$ cat config.mk
export PLATFORM = sky130hd
export DESIGN_NAME = barrel_shifter_pipe
export DESIGN_NICKNAME = d
export VERILOG_FILES = /design/src/rtl/barrel_shifter_pipe.sv
export SDC_FILE = /design/constraint.sdc
export NUM_CORES = 1
export LEC_CHECK = 0
export CORE_ASPECT_RATIO = 1.5
export CORE_UTILIZATION = 45
export DETAILED_ROUTE_END_ITERATION = 12
export GPL_TIMING_DRIVEN = 0
export PLACE_DENSITY = 0.73
export SYNTH_ARGS = -nofsm -noshare
export SYNTH_HDL_FRONTEND = slang
export SYNTH_SLANG_ARGS = --single-unit
$ cat constraint.sdc
create_clock -name clk -period 2.5 [get_ports clk]
set_clock_uncertainty 0.05 [all_clocks]
set_input_delay 0.625 -clock clk [delete_from_list [all_inputs] [get_ports clk]]
set_output_delay 0.625 -clock clk [all_outputs]
set_load 0.02 [all_outputs]
$ cat src/rtl/barrel_shifter_pipe.sv
// Pipelined rotate/shift, one register stage per amount bit: latency AW cycles, one word per cycle.
// Global stall: every stage holds while y is valid and not taken; in_ready = ~out_valid | out_ready.
module barrel_shifter_pipe #(
    parameter  int WIDTH = 8,
    localparam int AW    = $clog2(WIDTH)
) (
    input  logic             clk,
    input  logic             rst_n,
    input  logic             in_valid,
    output logic             in_ready,
    input  logic [WIDTH-1:0] a,
    input  logic [AW-1:0]    amt,
    input  logic             lr,
    input  logic [1:0]       mode,
    output logic             out_valid,
    input  logic             out_ready,
    output logic [WIDTH-1:0] y
);
    localparam int L = AW;

    logic [WIDTH-1:0] dat_q [L];
    logic [AW-1:0]    amt_q [L];
    logic             vld_q [L];
    logic             lr_q  [L];
    logic             rot_q [L];
    logic             ari_q [L];
    logic             sgn_q [L];

    logic [WIDTH-1:0] dat_d [L];
    logic [AW-1:0]    amt_d [L];
    logic             vld_d [L];
    logic             lr_d  [L];
    logic             rot_d [L];
    logic             ari_d [L];
    logic             sgn_d [L];

    logic advance;

    // One fixed-distance step; WIDTH is a power of two so the source index wraps for free.
    function automatic logic [WIDTH-1:0] shift_step(
        input logic [WIDTH-1:0] d,
        input int               s,
        input logic             right,
        input logic             rot,
        input logic             fill
    );
        logic [WIDTH-1:0] r;
        logic [AW-1:0]    src;
        r = '0;
        for (int i = 0; i < WIDTH; i++) begin
            if (right) begin
                src  = AW'(i + s);
                r[i] = ((i + s) < WIDTH || rot) ? d[src] : fill;
            end else begin
                src  = AW'(i - s);
                r[i] = (i >= s || rot) ? d[src] : 1'b0;
            end
        end
        return r;
    endfunction

    assign advance   = ~out_valid | out_ready;
    assign in_ready  = advance;
    assign out_valid = vld_q[L-1];
    assign y         = dat_q[L-1];

    // Reserved mode 11 decodes to neither rotate nor arithmetic, i.e. logical.
    always_comb begin
        dat_d[0] = a;
        amt_d[0] = amt;
        vld_d[0] = in_valid;
        lr_d[0]  = lr;
        rot_d[0] = (mode == 2'b00);
        ari_d[0] = (mode == 2'b10);
        sgn_d[0] = a[WIDTH-1];
        for (int k = 1; k < L; k++) begin
            dat_d[k] = dat_q[k-1];
            amt_d[k] = amt_q[k-1];
            vld_d[k] = vld_q[k-1];
            lr_d[k]  = lr_q[k-1];
            rot_d[k] = rot_q[k-1];
            ari_d[k] = ari_q[k-1];
            sgn_d[k] = sgn_q[k-1];
        end
    end

    // The amount is shifted down one bit per stage so each stage consumes bit 0.
    always_ff @(posedge clk or negedge rst_n) begin
        if (!rst_n) begin
            for (int k = 0; k < L; k++) begin
                dat_q[k] <= '0;
                amt_q[k] <= '0;
                vld_q[k] <= 1'b0;
                lr_q[k]  <= 1'b0;
                rot_q[k] <= 1'b0;
                ari_q[k] <= 1'b0;
                sgn_q[k] <= 1'b0;
            end
        end else if (advance) begin
            for (int k = 0; k < L; k++) begin
                dat_q[k] <= amt_d[k][0]
                          ? shift_step(dat_d[k], 1 << k, lr_d[k], rot_d[k], ari_d[k] & sgn_d[k])
                          : dat_d[k];
                amt_q[k] <= amt_d[k] >> 1;
                vld_q[k] <= vld_d[k];
                lr_q[k]  <= lr_d[k];
                rot_q[k] <= rot_d[k];
                ari_q[k] <= ari_d[k];
                sgn_q[k] <= sgn_d[k];
            end
        end
    end
endmodule
# == Word level (Yosys, flattened, before mapping) ==
# Cells that the tools add are included.
# totals
inputBits,18
register_bits,38
ram_bits,0
memories,0
out_inout_bits,10
rom_bits,0
latchBits,0
elab_cells,64
# op_classes
shifts,0
n_mux,41
mul,0
addsub,0
bitwise,5
n_reduce_logical,1
n_eq_ne,1
div_mod_pow,0
order_cmp,0
# op_table
op,count
$mux 1,38
$mux 8,3
$and 1x1->1,3
$eq 2x2->1 const B,1
$logic_not 2->1,1
$not 1->1,1
$or 1x1->1,1

# == Logic depth before layout (Yosys ltp) ==
# Gate-level depths: netlist of run 1.
# depth
word_depth,5
depth_mapped,6
mapped_depth_nobuf,4

# == Worst setup path after synthesis of run 1 ==
# Ideal clock, no wire load.
# synth_timing
kind,in2out
startpoint,input out_ready
endpoint,output in_ready
required_ns,1.825
stages,4
path_slack_ns,0.625
n_path_buf,2
arrival_time_ns,1.200
cell_sequence,nor2b_1 inv_1 clkbuf_8 buf_2
# synth_between
elab_chain_len,1
# synth_rtl
item,line_no,rtl
from (decl),16,"input logic out_ready,"
$or 1x1->1,62,assign advance = ~out_valid | out_ready;
to (decl),10,"output logic in_ready,"
# Every way passes these cells.

# == Worst setup path in the final report of run 1 ==
# Ends and elaborated chain as after synthesis.

==> results of run 1 <==
cells by family (layout without fill, tap and decap cells):
family                 Yosys count  count (layout)  synth area share, %
muxes                           11              11                 5.80
AOI/OAI and AO/OA               52              52                 20.5
DFF                             38              38                 50.1
and+or+nand+nor                 82              82                 18.3
buffers and inverters           15              50                 5.27
through the flow:
step	cell area [sq um]	std cells	TNS (ns)	hold WS, ns	setup WS (ns)
after floorplan	1900	198	0	0.279	0.625
after global placement	2220	270	-4.49	0.391	-0.455
after detailed placement	2220	270	-0.494	0.398	-0.494
after CTS	2330	278	0	0.412	0.133
after global routing	2330	278	0	0.437	0.0992
final	2330	278	0	0.377	0.142
Yosys cell counts, types with 2 or more instances:
master    instances
a211oi_1         14
a21bo_2           2
a21o_1           10
a221oi_1          4
a31oi_1           2
buf_2             5
buf_4             2
clkbuf_1          3
clkbuf_8          3
dfrtp_1          38
mux2i_1          11
nand2_1          46
nand2b_1          5
nor2_1           24
o211a_1           3
o21ai_0           7
o221ai_1          2
o31ai_1           5
layout make-up:
class	count	share of cell area [%]
well taps	45	2.41
clock buffers	7	3.27
inverters	2	0.322
clock inverters	1	1.29
repair buffers	28	11.7
plain buffers	12	3.76
multi-input cells	145	36.4
flip-flops and latches	38	40.8
power breakdown:
| part | switching (mW) | internal, mW |
|---|---|---|
| registers | 0.174 | 0.845 |
| logic | 0.461 | 0.430 |
| clock network | 0.208 | 0.298 |
| total | 0.843 | 1.57 |
registers in the layout (all words and copies together) (netlist names):
register and flops:
vld_d 2, sgn_d 2, out_valid 1, lr_d 2, ari_d 2, dat_d 16
amt_d 3, rot_d 2, y 8
critical path: stages:
cell             delay [ns]
clkdlybuf4s50_1        0.47
nor2b_2                0.05
inv_1                  0.08
clkbuf_8               0.19
clkdlybuf4s15_2        0.27
layer usage:
layer	part of all wire, %	global-route usage [%]	up-vias
li1	-	-	766
met1	40	21.3	724
met2	56	37.8	26
met3	1.8	3.33	5
met4	2.2	9.00	0
met5	0	0	-
how the worst max path moves through the flow:
stage | endpoint | cells past startpoint
4_1_cts | in_ready | 5
2_1_floorplan | in_ready | 4
6_report | in_ready | 5
3_3_place_gp | in_ready | 6
5_1_grt | in_ready | 5
3_5_place_dp | in_ready | 6
layout by cell type (no fill, tap or decap), types with 2 or more instances in the layout:
cell             netlist  final
o21ai_0                7      7
o221ai_1               2      2
o31ai_1                5      5
buf_4                  2      3
buf_2                  5      5
a211oi_1              14     14
o211a_1                3      3
a21bo_2                2      2
dfrtp_1               38     38
nor2_1                24     24
mux2i_1               11     11
clkdlybuf4s50_1        0     25
clkbuf_8               3      8
a21o_1                10     10
a31oi_1                2      2
clkbuf_1               3      5
nand2_1               46     46
nand2b_1               5      5
a221oi_1               4      4
what timing repair did:
action | in CTS | in global routing
resized for setup | 4 | 0
setup buffers | 1 | 0
setup endpoints to repair | 1 | 0
==> results.txt, run 1 <==
Status -> complete, no violations
Final slew viol count -> 0
Post-synth cell types -> 30
Clock Latency Late Sink -> 0.29 ns
Power, Total -> 2.42 mW
Post-synth EDFFs -> 0
Cell depth of the worst flop-to-flop path -> 5
Post-synth top area share -> 50.1%
CP required -> 1.82 ns
Synth Register Bits -> 38
# IOs -> 28
Final Cycle Share -> 94.3%
Core area -> 3990 sq um
Hold-fix buffers, CTS -> 0
DRC viols -> 0
Max FO, Critical Path -> 19
Reg clk slew, reported paths -> 0.07 ns
Reg-to-Reg End -> rot_d[1]
Yosys warns -> 0
Share of layout cells above drive strength 1 -> 9.01%
Initial Util -> 47.5%
First-pass DRT Iterations -> 4
Max-cap violations -> 0
GRT overflow -> 0
Synth Net Count -> 216
Peak supply drop -> 652 uV
Avg Cell Area, Syn -> 9.59 sq um
Cell Rows -> 28
# nets final -> 250
H-tree depth -> 2
CP startpoint -> out_ready
GRT Total Usage -> 20.4%
Multi-input gate area -> 850 sq um
DIE HEIGHT -> 81.5 um
Hold Fails Final Rpt -> 0
CTS tree -> built
Antenna violations before repair -> 0
Lkg Pwr -> 1.10 nW
Initial drt markers -> 32
Tmin final -> 2.36 ns
Unrepaired setup endpoints after global routing -> false
Power per cell area -> 1040 nW/um^2
Global-route wire length before repair -> 6.51 mm
Port bufs -> 27
Post-DR wirelength/cell -> 13.7 um
Ys flop type -> dfrtp_1
Die width -> 55.0 um
Hold crit path type -> input pin to async pin
Vias in the first global route -> 1450
Critical Path AT -> 1.68 ns
Util after Layout -> 58.4%
Clk sinks -> 38
R2r startpoint -> out_valid
Slew @ Worst Pin -> 0.811 ns
GP Congestion -> 0.793
Worst setup EP type -> output port
Type of origin of the critical path -> input pin
Register area share after synthesis -> 50.1%
Flip-flop and latch area -> 951 sq um
Max Fclk -> 424 MHz
Die footprint -> 4490 sq um
Post-Syn Area -> 1900 sq um
Layout area overhead -> 22.9%
Post-detail-place hpwl -> 2.88 mm
Fillcell total -> 392
Via Count -> 1521
Area leader, netlist -> dfrtp_1
Register-to-register setup slack -> 1.14 ns
Num CTS Buffers -> 5
Kind of critical path -> input pin to output port
Relative slew slack -> 45.9%
Final setup vio count -> 0
Final antenna-violating net count -> 0
Cells after Synth -> 198
Synth async-reset ratio -> 100%
Largest net degree at the start of global routing -> 39
Via density -> 5.47
Ant diodes -> 0
Synth area leaders -> dfrtp_1 50%, nand2_1 9.1%, mux2i_1 5.8%, a211oi_1 5.5%, nor2_1 4.7%
Bufs on Longest Clock Path -> 2
WL final -> 3.82 mm
CTS root buf -> clkbuf_8
(Power assumes the default switching activity.)
==> run 2: changes to the inputs <==
--- a/config.mk
+++ b/config.mk
@@ -6,10 +6,10 @@
 export NUM_CORES = 1
 export LEC_CHECK = 0
 export CORE_ASPECT_RATIO = 1.5
-export CORE_UTILIZATION = 45
+export CORE_UTILIZATION = 57
 export DETAILED_ROUTE_END_ITERATION = 12
 export GPL_TIMING_DRIVEN = 0
-export PLACE_DENSITY = 0.73
+export PLACE_DENSITY = 0.88
 export SYNTH_ARGS = -nofsm -noshare
 export SYNTH_HDL_FRONTEND = slang
 export SYNTH_SLANG_ARGS = --single-unit
==> results.txt, run 2 (same netlist as run 1, synthesis figures left out) <==
Status -> complete, no violations
Power per cell area -> 1020 nW/um^2
Layout area overhead -> 21.8%
Setup ws final -> 0.132 ns
Hold-fix buffers, CTS -> 0
Initial Util -> 60.1%
Hold Fails Final Rpt -> 0
Clock power frac -> 18.4%
GP Congestion -> 0.782
DIE HEIGHT -> 72.7 um
First-pass DRT Iterations -> 4
Sequential Power Share -> 43.4%
Slew @ Worst Pin -> 0.834 ns
Sw Ratio -> 36.5%
CP Capture Point -> in_ready
Psw -> 861 uW
Critical Path AT -> 1.69 ns
Global-route wire length before repair -> 6.38 mm
Die width -> 49.1 um
DRC viols -> 0
Relative slew slack -> 44.4%
Lkg Pwr -> 1.10 nW
Reg-to-Reg End -> dat_d[1]
Kind of critical path -> input pin to output port
GRT overflow -> 0
R2r startpoint -> out_valid
Initial drt markers -> 35
# IOs -> 28
Unrepaired setup endpoints after global routing -> false
Commonest non-fill, non-tap cell in the layout -> nand2_1
Antenna violations before repair -> 0
Post-DR wirelength/cell -> 14.4 um
Combinational share of power -> 38.1%
Port bufs -> 27
Pre-CTS setup slack -> -0.458 ns
Reg clk slew, reported paths -> 0.07 ns
CTS tree -> built
Max FO, Critical Path -> 19
Bufs on Longest Clock Path -> 2
Peak supply drop -> 560 uV
Final slew viol count -> 0
Via Count -> 1563
Ant diodes -> 0
Vias in the first global route -> 1466
Most frequent cells in the layout -> 46 x nand2_1, 38 x dfrtp_1, 25 x clkdlybuf4s50_1
Clk sinks -> 38
CTS root buf -> clkbuf_8
GRT Total Usage -> 24.3%
H-tree depth -> 2
CP required -> 1.82 ns
Cell Rows -> 25
Number of flip-flops in the largest register -> 16
Register-to-register setup slack -> 1.10 ns
Post-detail-place hpwl -> 2.85 mm
Max-cap violations -> 0
Final setup vio count -> 0
Hold crit path type -> input pin to async pin
Cell depth of the worst flop-to-flop path -> 6
Final Cycle Share -> 94.7%
Post-route insts no fill -> 273
Num CTS Buffers -> 5
Die footprint -> 3570 sq um
Tmin final -> 2.37 ns
DP Cell Count -> 265
Largest net degree at the start of global routing -> 39
Type of origin of the critical path -> input pin
Via density -> 5.73
Worst setup EP type -> output port
Clock Latency Late Sink -> 0.30 ns
Cell Int Power -> 1.50 mW
WL final -> 3.92 mm
Max Fclk -> 422 MHz
Core area -> 3160 sq um
CP startpoint -> out_ready
Final antenna-violating net count -> 0
# nets final -> 250
Share of layout cells above drive strength 1 -> 9.44%
## run 2: metrics by stage
stage	power, mW	setup TNS, ns	instance area [sq um]	hold slack [ns]	util, %
2_1_floorplan	1.59	0	1900	0.279	-
3_3_place_gp	1.90	-3.13	2220	0.392	70.2
3_5_place_dp	1.94	-0.458	2210	0.403	70.1
4_1_cts	2.37	0	2310	0.398	73.1
5_1_grt	2.50	0	2310	0.432	73.1
6_report	2.36	0	2310	0.371	73.1
## run 2: routing by layer
metal	wire length, um	up-vias	global-route usage (%)
li1	-	765	-
met2	2130	39	45.7
met3	117	10	5.42
met5	0	-	0
met1	1560	749	23.3
met4	111	0	15.4
## run 2: area by class of cell
class | count | area [sq um]
clock buffers | 7 | 86.3
plain buffers | 12 | 87.6
well taps | 40 | 50.0
repair buffers | 28 | 274
inverters | 2 | 7.51
multi-input cells | 145 | 850
flip-flops and latches | 38 | 951
clock inverters | 1 | 5.00
fillers | 232 | 848
## run 2: worst min-delay path by stage
stage | startpoint | to | slack (ns) | cells past startpoint
finish | rst_n | y[1] | 0.37 | 1
floorplan | rst_n | amt_d[0] | 0.28 | 0
global placement | vld_d[0] | vld_d[0] | 0.39 | 2
global route | rst_n | y[5] | 0.43 | 1
CTS | rst_n | y[1] | 0.40 | 1
detailed placement | vld_d[0] | vld_d[0] | 0.40 | 2
## run 2: worst max-delay path, stage by stage
cell and delay, ns:
clkdlybuf4s50_1 0.42, nor2b_2 0.14, inv_1 0.07, clkbuf_8 0.18, clkdlybuf4s15_2 0.26
## run 2: power by group through the flow
stage,clock (mW),combinational (mW),sequential [mW]
after global placement,0,0.878,1.02
after CTS,0.442,0.905,1.02
after floorplan,0,0.507,1.08
final,0.435,0.900,1.02
after detailed placement,0,0.901,1.03
after global routing,0.463,0.983,1.05
## run 2: repair_timing
action / 4_1_cts / 5_1_grt
buffers inserted: 1 / 0
gates resized for setup: 4 / 0
endpoints found under the setup margin: 1 / 0
==> run 3: changes to the inputs <==
--- a/config.mk
+++ b/config.mk
@@ -6,10 +6,12 @@
 export NUM_CORES = 1
 export LEC_CHECK = 0
 export CORE_ASPECT_RATIO = 1.5
-export CORE_UTILIZATION = 57
+export CORE_UTILIZATION = 65
+export CTS_CLUSTER_SIZE = 28
 export DETAILED_ROUTE_END_ITERATION = 12
+export DONT_BUFFER_PORTS = 1
 export GPL_TIMING_DRIVEN = 0
-export PLACE_DENSITY = 0.88
+export PLACE_DENSITY = 0.86
 export SYNTH_ARGS = -nofsm -noshare
 export SYNTH_HDL_FRONTEND = slang
 export SYNTH_SLANG_ARGS = --single-unit
==> results.txt, run 3 (same netlist as run 1, synthesis figures left out) <==
Cell Int Power -> 1.35 mW
Post-CTS resize count -> 0
First-pass DRT Iterations -> 4
Setup TNS -> 0 ns
Final setup vio count -> 0
Fillcell total -> 222
Relative slew slack -> 65.9%
CTS root buf -> clkbuf_8
# IOs -> 28
Post-detail-place hpwl -> 2.90 mm
Die footprint -> 3140 sq um
Cell depth of the worst flop-to-flop path -> 5
Max Fclk -> 452 MHz
Met2 routed wirelength -> 2.26 mm
Number of flip-flops in the largest register -> 16
Initial drt markers -> 50
Met1 wire length -> 1.53 mm
R2r startpoint -> out_valid
GRT overflow -> 0
Max FO, Critical Path -> 10
WL final -> 4.05 mm
Power per cell area -> 1070 nW/um^2
Register-to-register setup slack -> 0.93 ns
Setup ws final -> 0.286 ns
Final antenna-violating net count -> 0
Via density -> 6.04
Final Cycle Share -> 88.6%
Max-cap violations -> 0
Clock power frac -> 19.5%
Bufs on Longest Clock Path -> 2
Reg clk slew, reported paths -> 0.07 ns
Status -> complete, no violations
Largest net degree at the start of global routing -> 39
Commonest non-fill, non-tap cell in the layout -> nand2_1
Cell Rows -> 23
Clock Latency Late Sink -> 0.30 ns
DIE HEIGHT -> 68.2 um
Final slew viol count -> 0
WL met3 -> 160 um
Most frequent cells in the layout -> 46 x nand2_1, 38 x dfrtp_1, 24 x nor2_1
Psw -> 849 uW
Pre-CTS setup slack -> 0.506 ns
Initial Util -> 69.4%
Combinational share of power -> 29.0%
Global-route wire length before repair -> 6.76 mm
Tmin final -> 2.21 ns
Worst setup EP type -> output port
Sw Ratio -> 38.6%
Clk sinks -> 38
Reg-to-Reg End -> lr_d[0]
Power, Total -> 2.20 mW
# nets final -> 224
Die width -> 46.1 um
Lkg Pwr -> 1.00 nW
Unrepaired setup endpoints after global routing -> false
GRT Total Usage -> 30.9%
Ant diodes -> 0
# Post-CTS Setup Buffers -> 0
Share of layout cells above drive strength 1 -> 9.66%
H-tree depth -> 2
Antenna violations before repair -> 0
Hold crit path type -> input pin to async pin
Hold Fails Final Rpt -> 0
DRC viols -> 0
Post-DR wirelength/cell -> 16.6 um
Peak supply drop -> 789 uV
Port bufs -> 0
Layout area overhead -> 8.31%
Via Count -> 1473
Hold-fix buffers, CTS -> 1
Uppermost routed layer -> met4
Critical Path AT -> 1.54 ns
Type of origin of the critical path -> flip-flop
GP Congestion -> 0.857
Kind of critical path -> flip-flop to output port
Slew @ Worst Pin -> 0.511 ns
Util after Layout -> 75.2%
Vias in the first global route -> 1575
Core area -> 2730 sq um
CTS tree -> built
CP required -> 1.82 ns
Num CTS Buffers -> 5
Sequential Power Share -> 51.5%
## run 3: power groups by stage
stage | sequential, mW | clock (mW) | combinational (mW)
2_1_floorplan | 1.08 | 0 | 0.507
3_3_place_gp | 1.12 | 0 | 0.584
3_5_place_dp | 1.14 | 0 | 0.619
4_1_cts | 1.13 | 0.433 | 0.639
5_1_grt | 1.17 | 0.461 | 0.713
6_report | 1.13 | 0.430 | 0.638
## run 3: worst max-delay path, stage by stage, from the launching register on
cell and delay [ns]:
dfrtp_1 0.46, nor2b_1 0.29, inv_1 0.10, clkbuf_8 0.17, buf_2 0.21
## run 3: worst max-delay path by stage
stage	from	to	slack, ns	depth (start not counted)
after floorplan	out_ready	in_ready	0.63	4
after global placement	out_ready	in_ready	0.53	4
after detailed placement	out_ready	in_ready	0.51	4
after CTS	out_valid	in_ready	0.29	4
after global routing	out_valid	in_ready	0.18	4
final	out_valid	in_ready	0.29	4
## run 3: layout make-up
cell class,instances,area (sq um),area share (%)
well taps,37,46.3,2.25
flip-flops and latches,38,951,46.3
inverters,2,7.51,0.365
multi-input cells,145,847,41.2
plain buffers,13,92.6,4.50
repair buffers,1,20.0,0.974
clock buffers,7,86.3,4.20
clock inverters,1,5.00,0.243
## run 3: per-layer routing
layer | vias to the layer above | global-route usage (%)
li1 | 710 | -
met1 | 709 | 31.4
met4 | 0 | 16.9
met2 | 45 | 54.9
met3 | 9 | 8.18
met5 | - | 0
## run 3: through the flow
stage | hold WS [ns] | area (sq um) | std cells
2_1_floorplan | 0.279 | 1900 | 198
3_3_place_gp | 0.280 | 1940 | 235
3_5_place_dp | 0.280 | 1940 | 235
4_1_cts | 0.117 | 2060 | 244
5_1_grt | 0.112 | 2060 | 244
6_report | 0.104 | 2060 | 244
